$ cat src/rtl/fetch_unit.sv
// Instruction fetch unit: sequences PC through IDLE/FETCH/HOLD, requests words from
// instruction memory and presents the registered instruction and its PC to the decoder.
module fetch_unit #(
    parameter logic [31:0] RESET_PC = 32'h0000_0000
) (
    input  logic        clk,
    input  logic        rst,
    input  logic        PCSrc,
    input  logic [31:0] ImmExt,
    input  logic        stall,
    output logic        imem_req,
    output logic [31:0] imem_addr,
    input  logic        imem_ready,
    input  logic [31:0] imem_rdata,
    output logic [31:0] Instr,
    output logic [31:0] PC,
    output logic [31:0] PCPlus4,
    output logic        instr_valid,
    output logic        misalign_err
);

    localparam logic [31:0] NOP = 32'h0000_0013;

    typedef enum logic [1:0] {
        IDLE  = 2'd0,
        FETCH = 2'd1,
        HOLD  = 2'd2
    } state_t;

    state_t      state_q, state_d;
    logic [31:0] pc_q, pc_d;
    logic [31:0] instr_q, instr_d;
    logic        misalign_q, misalign_d;
    logic [31:0] target;

    always_ff @(posedge clk or posedge rst) begin
        if (rst) begin
            state_q    <= IDLE;
            pc_q       <= {RESET_PC[31:2], 2'b00};
            instr_q    <= NOP;
            misalign_q <= 1'b0;
        end else begin
            state_q    <= state_d;
            pc_q       <= pc_d;
            instr_q    <= instr_d;
            misalign_q <= misalign_d;
        end
    end

    // Branch operands only matter on the HOLD consume edge; everywhere else they are ignored.
    always_comb begin
        state_d    = state_q;
        pc_d       = pc_q;
        instr_d    = instr_q;
        misalign_d = 1'b0;
        target     = pc_q + 32'd4;
        case (state_q)
            IDLE: begin
                state_d = FETCH;
            end
            FETCH: begin
                if (imem_ready) begin
                    instr_d = imem_rdata;
                    state_d = HOLD;
                end
            end
            HOLD: begin
                if (!stall) begin
                    target     = PCSrc ? (pc_q + ImmExt) : (pc_q + 32'd4);
                    pc_d       = {target[31:2], 2'b00};
                    misalign_d = PCSrc && (target[1:0] != 2'b00);
                    state_d    = FETCH;
                end
            end
            default: begin
                state_d = IDLE;
            end
        endcase
    end

    assign imem_req     = (state_q == FETCH);
    assign imem_addr    = {pc_q[31:2], 2'b00};
    assign instr_valid  = (state_q == HOLD);
    assign Instr        = instr_q;
    assign PC           = pc_q;
    assign PCPlus4      = pc_q + 32'd4;
    assign misalign_err = misalign_q;

endmodule

$ cat config.mk
export PLATFORM = sky130hd
export DESIGN_NAME = fetch_unit
export DESIGN_NICKNAME = d
export VERILOG_FILES = /design/src/rtl/fetch_unit.sv
export SDC_FILE = /design/constraint.sdc
export NUM_CORES = 1
export LEC_CHECK = 0
export CORE_UTILIZATION = 45
export CTS_CLUSTER_SIZE = 28
export DETAILED_ROUTE_END_ITERATION = 12
export PLACE_DENSITY = 0.92
export REMOVE_ABC_BUFFERS = 1
export SLEW_MARGIN = 30
export SYNTH_ARGS = -nofsm -noshare
export SYNTH_HDL_FRONTEND = slang
export SYNTH_SLANG_ARGS = --single-unit
$ cat constraint.sdc
create_clock -name clk -period 3.66 [get_ports clk]
set_input_delay 0.732 -clock clk [delete_from_list [all_inputs] [get_ports clk]]
set_output_delay 0.732 -clock clk [all_outputs]
set_load 0.05 [all_outputs]
=== After elaboration in Yosys (flattened, before gate mapping) ===
Cells that the tools add are included.

* Flip-flop bits (word level): 65
* Logic and storage cells: 23
* Output and inout bits: 131

* Eq/ne operators: 4
* Muxes and demuxes: 6
* Bitwise logic cells: 1
* $add $sub $neg: 2
* Reductions and logical operators: 6

{| class="wikitable"
|+ Operators by type and width
! operator !! number
|-
| 32-bit by 3-bit adder with 32-bit output (second input constant) || 1
|-
| 32-bit adder || 1
|-
| 32-bit 2-to-1 mux || 1
|-
| 2-bit case mux with 3 select lines || 1
|-
| 2-bit AND reduction || 3
|-
| 2-bit 2-to-1 mux || 2
|-
| 2-bit by 1-bit == test with 1-bit output (second input constant) || 1
|-
| 2-bit == test (second input constant) || 1
|-
| 2-bit logical NOT || 1
|-
| 1-bit 2-to-1 mux || 2
|-
| 2-bit by 1-bit inequality test with 1-bit output (second input constant) || 1
|-
| 2-bit inequality test (second input constant) || 1
|-
| 2-bit nonzero test || 1
|-
| 1-bit logical AND || 1
|-
| 1-bit NOT || 1
|}

=== Longest topological paths before layout ===
Gate-level depths: netlist (run 1).

* Depth in word-level cells: 6
* Depth in mapped cells: 10

=== Least setup slack after synthesis (run 1) ===
OpenSTA, ideal clock, no wires.

* Path type: reg-to-output
* Start: reg pc_q[3], in the netlist PC[3]
* End: out PCPlus4[26]
* Arrival: 2.799 ns
* Path slack: 0.129 ns
* Cell stages (with the launch flop): 7
* Cells stage by stage: dfrtp_1 -> ha_1 -> nand3_1 -> or2_2 -> nor2_2 -> nand4_1 -> xnor2_1

* Word-level cells in the longest chain between the ends: 1

{| class="wikitable"
|+ Ends and longest elaborated chain
! element !! line !! text
|-
| from (decl) || 31 || <nowiki>logic [31:0] pc_q, pc_d;</nowiki>
|-
| from (signal assigned) || 39 || <nowiki>pc_q <= {RESET_PC[31:2], 2'b00};</nowiki>
|-
| from (signal assigned) || 44 || <nowiki>pc_q <= pc_d;</nowiki>
|-
| 32-bit by 3-bit adder with 32-bit output || 86 || <nowiki>assign PCPlus4 = pc_q + 32'd4;</nowiki>
|-
| to (decl) || 17 || <nowiki>output logic [31:0] PCPlus4,</nowiki>
|}

Every way passes these cells.

=== Final worst setup path (run 1) ===
* Start: reg pc_q[11], in the netlist PC[11]
* End: out PCPlus4[19]

Same word-level chain as after synthesis.

==> metrics.cfg, run 1 <==
[layout]
antenna_cells=0
register_area_sq_um=1630
areaGrowthSynthToFinish_pct=41.61
mostFrequentLayoutCells=clkdlybuf4s50_1 (174), dfrtp_1 (62), nand2_1 (51), o21ai_0 (44), nor2_1 (42)
multi_input_area_sq_um=3163
layout.cells.non_filler=893
final_nets=848
fillCellCount=881
drive_above_1_share=0.1222
final_common_cell=clkdlybuf4s50_1

[timing]
finalCriticalPeriod_ns=3.504
finalCritPeriodShare=0.9573
fin_tns_setup_ns=0
worstMarginPinSlew_ns=0.8479
slew_violations=0
relSlewSlack=0.4341
fin_skew_ns=0.01019
rsz0062_at_grt=no
max_freq_mhz=285.4
setup_viol=0
hold_violations=0

[placed_design]
dp_hpwl_mm=11.73
numPortBuffers=193
gp_congestion=0.9445
placedCellCount=877

[critical_path]
worst-path-max-fanout=10
critPathArrivalTime_ns=2.77
required_ns=2.93
start_kind=register
setup.worst_path.class=register to primary output
endpoint_kind=primary output

[logic_synthesis]
synth_edf_count=0
syn_inst=588
ys_seq_area_frac=0.3160
syn_area_sq_um=5160
yosys_warnings=0
avgSynthCellArea_sq_um=8.775
ys_seq_elements=65
synth_ff_type=dfrtp_1
synth_cell_types=62
postSynth.asyncResetShare=1.000

[global_route]
gr-total-overflow=0
grt_pass1_vias=4968
grt_max_degree=66
grt_pass1_wl_mm=24.42
track_usage=0.2632
antenna_found_initial=0

[route]
wl_mm=15.73
dr_wl_met2_mm=7.546
top_layer_used=met4
drcViolationCount=0
wl_met1_mm=6.547
avgViaCountPerCell=5.723
vias=5111
initialDrtViolationCount=331
avgRoutedWirePerCell_um=17.61
dr_wl_met3_mm=1.450
ant_nets=0
firstDrtPassIters=5

[clock_network]
h-tree-depth=3
cts_tree=yes
cts_made_buffers=9
cts_setup_buffers=0
clk_pin_slew_ns=0.06
clockRootBuffer=clkbuf_16
clock_latency_ns=0.33
hold_buffers=0
clockBufferDepth=2
cts.sinks=65

[flow_run]
maxCapViolCount=0

[floorplan]
num_io_pins=200
fp.dieW_um=109.1
start_util=0.4698
die_height_um=109.1
coreArea_sq_um=10980
die_area_sq_um=11900
rows=38

[min_path]
hp-class=register to register

[run_status]
outcome=complete, no violations

## flip-flops by register name, indices dropped and copies added (netlist names)
name	flops
PC	30
state_q	2
Instr	32
misalign_err	1
## cells by family (layout without fill, tap and decap cells)
kind of cell	after synthesis	count (layout)	share of synthesized area
AO/OA/AOI/OAI	155	155	0.1954
multiplexers	39	39	0.08390
other	1	6	0.0007268
AND/OR/NAND/NOR	177	177	0.1637
XOR/XNOR	51	51	0.08657
flip-flops	65	65	0.3160
buffers and inverters	69	229	0.07711
adder cells (fa/ha/maj)	31	31	0.07662
## synth_stat cells, types with 8 or more instances
master | count | area share
dfrtp_1 | 62 | 0.30
nand2_1 | 51 | 0.037
o21ai_0 | 44 | 0.043
nor2_1 | 42 | 0.031
a21oi_1 | 40 | 0.039
xnor2_1 | 37 | 0.063
buf_4 | 36 | 0.052
mux2_2 | 33 | 0.072
ha_1 | 30 | 0.073
nand3_1 | 26 | 0.025
clkbuf_1 | 16 | 0.012
xor2_1 | 14 | 0.024
a21o_1 | 12 | 0.017
and3_1 | 11 | 0.013
inv_1 | 10 | 0.0073
nand4_1 | 9 | 0.011
nor3_1 | 8 | 0.0078
## worst paths after layout
path | cells past startpoint | slack [ns] | endpoint | startpoint
max | 6 | 0.16 | PCPlus4[19] | PC[11]
min | 1 | 0.50 | Instr[19] | Instr[19]
max reg2reg | 10 | 0.62 | PC[28] | PC[2]
min reg2reg | 1 | 0.50 | Instr[19] | Instr[19]
max in group asynchronous | 3 | 2.50 | Instr[1] | rst
min in group asynchronous | 3 | 0.80 | state_q[1] | rst
## worst max-delay path: stages (launching register included)
cell	delay, ns
dfrtp_1	0.52
nand4_1	0.31
nor3_1	0.27
buf_4	0.17
nand2_1	0.08
xnor2_1	0.24
clkdlybuf4s50_1	0.85
## layout make-up
cell class	count	area share
Clock inverter	6	0.005822
Sequential cell	65	0.2231
Clock buffer	10	0.03271
Tap cell	140	0.02397
Timing Repair Buffer	203	0.2764
Inverter	10	0.005137
Multi-Input combinational cell	459	0.4329
## routing by layer
| metal | up-vias | GRT usage |
|---|---|---|
| met2 | 275 | 0.4416 |
| met1 | 2403 | 0.3423 |
| met5 | - | 0 |
| met3 | 19 | 0.04662 |
| met4 | 0 | 0.08301 |
| li1 | 2414 | - |
## through the flow
stage                     hold slack (ns)  setup WS, ns  utilization  area [sq um]
after floorplan                    0.4721       -0.2684            -          4818
after global placement             0.4850       0.05826       0.6381          7008
after detailed placement           0.4947      0.007465       0.6381          7008
after CTS                          0.5061       0.07395       0.6637          7289
after global routing               0.5172       0.01098       0.6653          7307
final                              0.5026        0.1562       0.6653          7307
## what timing repair did
action / CTS / global route
gates resized for setup: 0 / 4
setup endpoints to repair: 0 / 5
hold endpoints to repair: 0 / 0
Power of run 1 is not shown: default switching activity piles up to over one toggle a cycle in this logic, so the estimate is an artifact.
==> inputs of run 2 (changes only) <==
Settings changed: GPL_TIMING_DRIVEN set to 0.
==> run 2 against run 1 <==
Compared with the run above: critical path depth unchanged; worst hold slack improved by 0.0041 ns; largest cell class unchanged; sequential cell count is the same; setup slack lost 0.014 ns; register-to-register slack got worse by 0.10 ns; global-route usage shrank 0.46 points; routed wire length shrank 0.39%.
==> metrics.cfg, run 2 (same netlist as run 1, synthesis figures left out) <==
[clock_network]
clk_pin_slew_ns=0.06
clockRootBuffer=clkbuf_16
cts.sinks=65
h-tree-depth=3
cts_made_buffers=9
cts_tree=yes
clockBufferDepth=2
clock_latency_ns=0.33

[route]
wl_mm=15.67
avgRoutedWirePerCell_um=17.69
initialDrtViolationCount=327
drcViolationCount=0
vias=5113
avgViaCountPerCell=5.771
firstDrtPassIters=5
ant_nets=0

[layout]
areaGrowthSynthToFinish_pct=41.73
final_common_cell=clkdlybuf4s50_1
fin_util=0.6659
stdcell_area_sq_um=7313
final_nets=841
mostFrequentLayoutCells=clkdlybuf4s50_1 (173), dfrtp_1 (60), nand2_1 (50), o21ai_0 (44), nor2_1 (42)
drive_above_1_share=0.1153
fillCellCount=889
antenna_cells=0
largest_reg_flops=32

[min_path]
hp-class=register to register
hold_start=Instr[3]
min_to=Instr[3]
hold_depth=1

[critical_path]
worst-path-max-fanout=9
cp-startpoint=PC[5]
r2r_slack_ns=0.52
setup.worst_path.class=register to primary output
required_ns=2.93
endpoint_kind=primary output
start_kind=register
critPathArrivalTime_ns=2.79
worstRegToRegCells=10
crit-reg2reg-capture=PC[28]
r2r-start=PC[2]

[placed_design]
dpl_worst_slack_ns=-0.1122
placed_area_sq_um=6973
dp_hpwl_mm=11.67
gp_congestion=0.8934
numPortBuffers=193

[timing]
max_freq_mhz=284.3
worstMarginPinSlew_ns=0.8014
slew_violations=0
hold_violations=0
finalCriticalPeriod_ns=3.518
fin_skew_ns=0.01059
postLayoutSetupSlackWorst_ns=0.1420
rsz0062_at_grt=no
setup_viol=0
finalCritPeriodShare=0.9612
relSlewSlack=0.4657

[floorplan]
rows=38
num_io_pins=200
start_util=0.4698
die_area_sq_um=11900
fp.dieW_um=109.1
die_height_um=109.1
coreArea_sq_um=10980

[global_route]
track_usage=0.2586
antenna_found_initial=0
grt_pass1_wl_mm=24.14
grt_max_degree=49
gr-total-overflow=0
grt_pass1_vias=4981

[flow_run]
maxCapViolCount=0

[run_status]
outcome=complete, no violations

==> run 2: changes by cell type in the layout (fill, tap and decap cells not counted), moves of 2 or more <==
cell	change
buf_4	-22
clkbuf_2	+8
buf_12	-4
bufinv_16	+3
clkdlybuf4s15_2	+3
dlygate4sd2_1	+3
clkinv_2	-2
clkinvlp_4	-2
dfrtp_1	-2
dfrtp_2	+2
dlymetal6s2s_1	+2
==> run 2: worst max-delay path by stage <==
stage / end / cells after the start
after floorplan: PCPlus4[26] / 6
after global placement: PC[28] / 6
after detailed placement: PCPlus4[26] / 7
after CTS: PCPlus4[23] / 5
after global routing: PCPlus4[26] / 7
final: PCPlus4[17] / 6
==> run 2: timing repair <==
item,in CTS,in global routing
hold buffers,0,0
endpoints found under the setup margin,18,18
setup buffers,0,1
gates resized for setup,25,23
pin swaps,0,1
==> run 2: area by class of cell <==
type / count / area [sq um] / share of cell area
Clock buffer: 9 / 225.2 / 0.03080
Inverter: 10 / 40.04 / 0.005475
Multi-Input combinational cell: 459 / 3168 / 0.4332
Timing Repair Buffer: 196 / 1947 / 0.2662
Sequential cell: 65 / 1633 / 0.2233
Tap cell: 140 / 175.2 / 0.02395
Clock inverter: 7 / 125.1 / 0.01711
==> run 2: metal layers <==
metal,global-route usage,part of all wire,vias up
li1,-,-,2400
met1,0.3300,0.42,2431
met2,0.4380,0.48,251
met3,0.03825,0.076,31
met4,0.1014,0.022,0
met5,0,0,-
==> run 2: critical path, stage by stage (launching register included) <==
cell and delay [ns]:
dfrtp_1 0.52, nand4_1 0.22, or3_1 0.50, nor2_1 0.29, nand3_1 0.19, xnor2_1 0.20
dlygate4sd2_1 0.55
==> run 2: metrics by stage <==
step                hold slack [ns]  std cells  setup TNS, ns
floorplan                    0.4721        534         -1.953
detailed placement           0.4990        869        -0.5057
finish                       0.5067        886              0
global placement             0.4856        867         -3.646
global route                 0.5211        886              0
CTS                          0.5111        885              0
Power of run 2 is left out for the same reason.
==> inputs of run 3 (changes only) <==
Settings changed: ABC_AREA set to 0, GPL_TIMING_DRIVEN 0 to unset.
==> results of run 3 <==
No change in the layout: final DEF, timing and power equal those of run 1.
Power of run 3 is left out for the same reason.
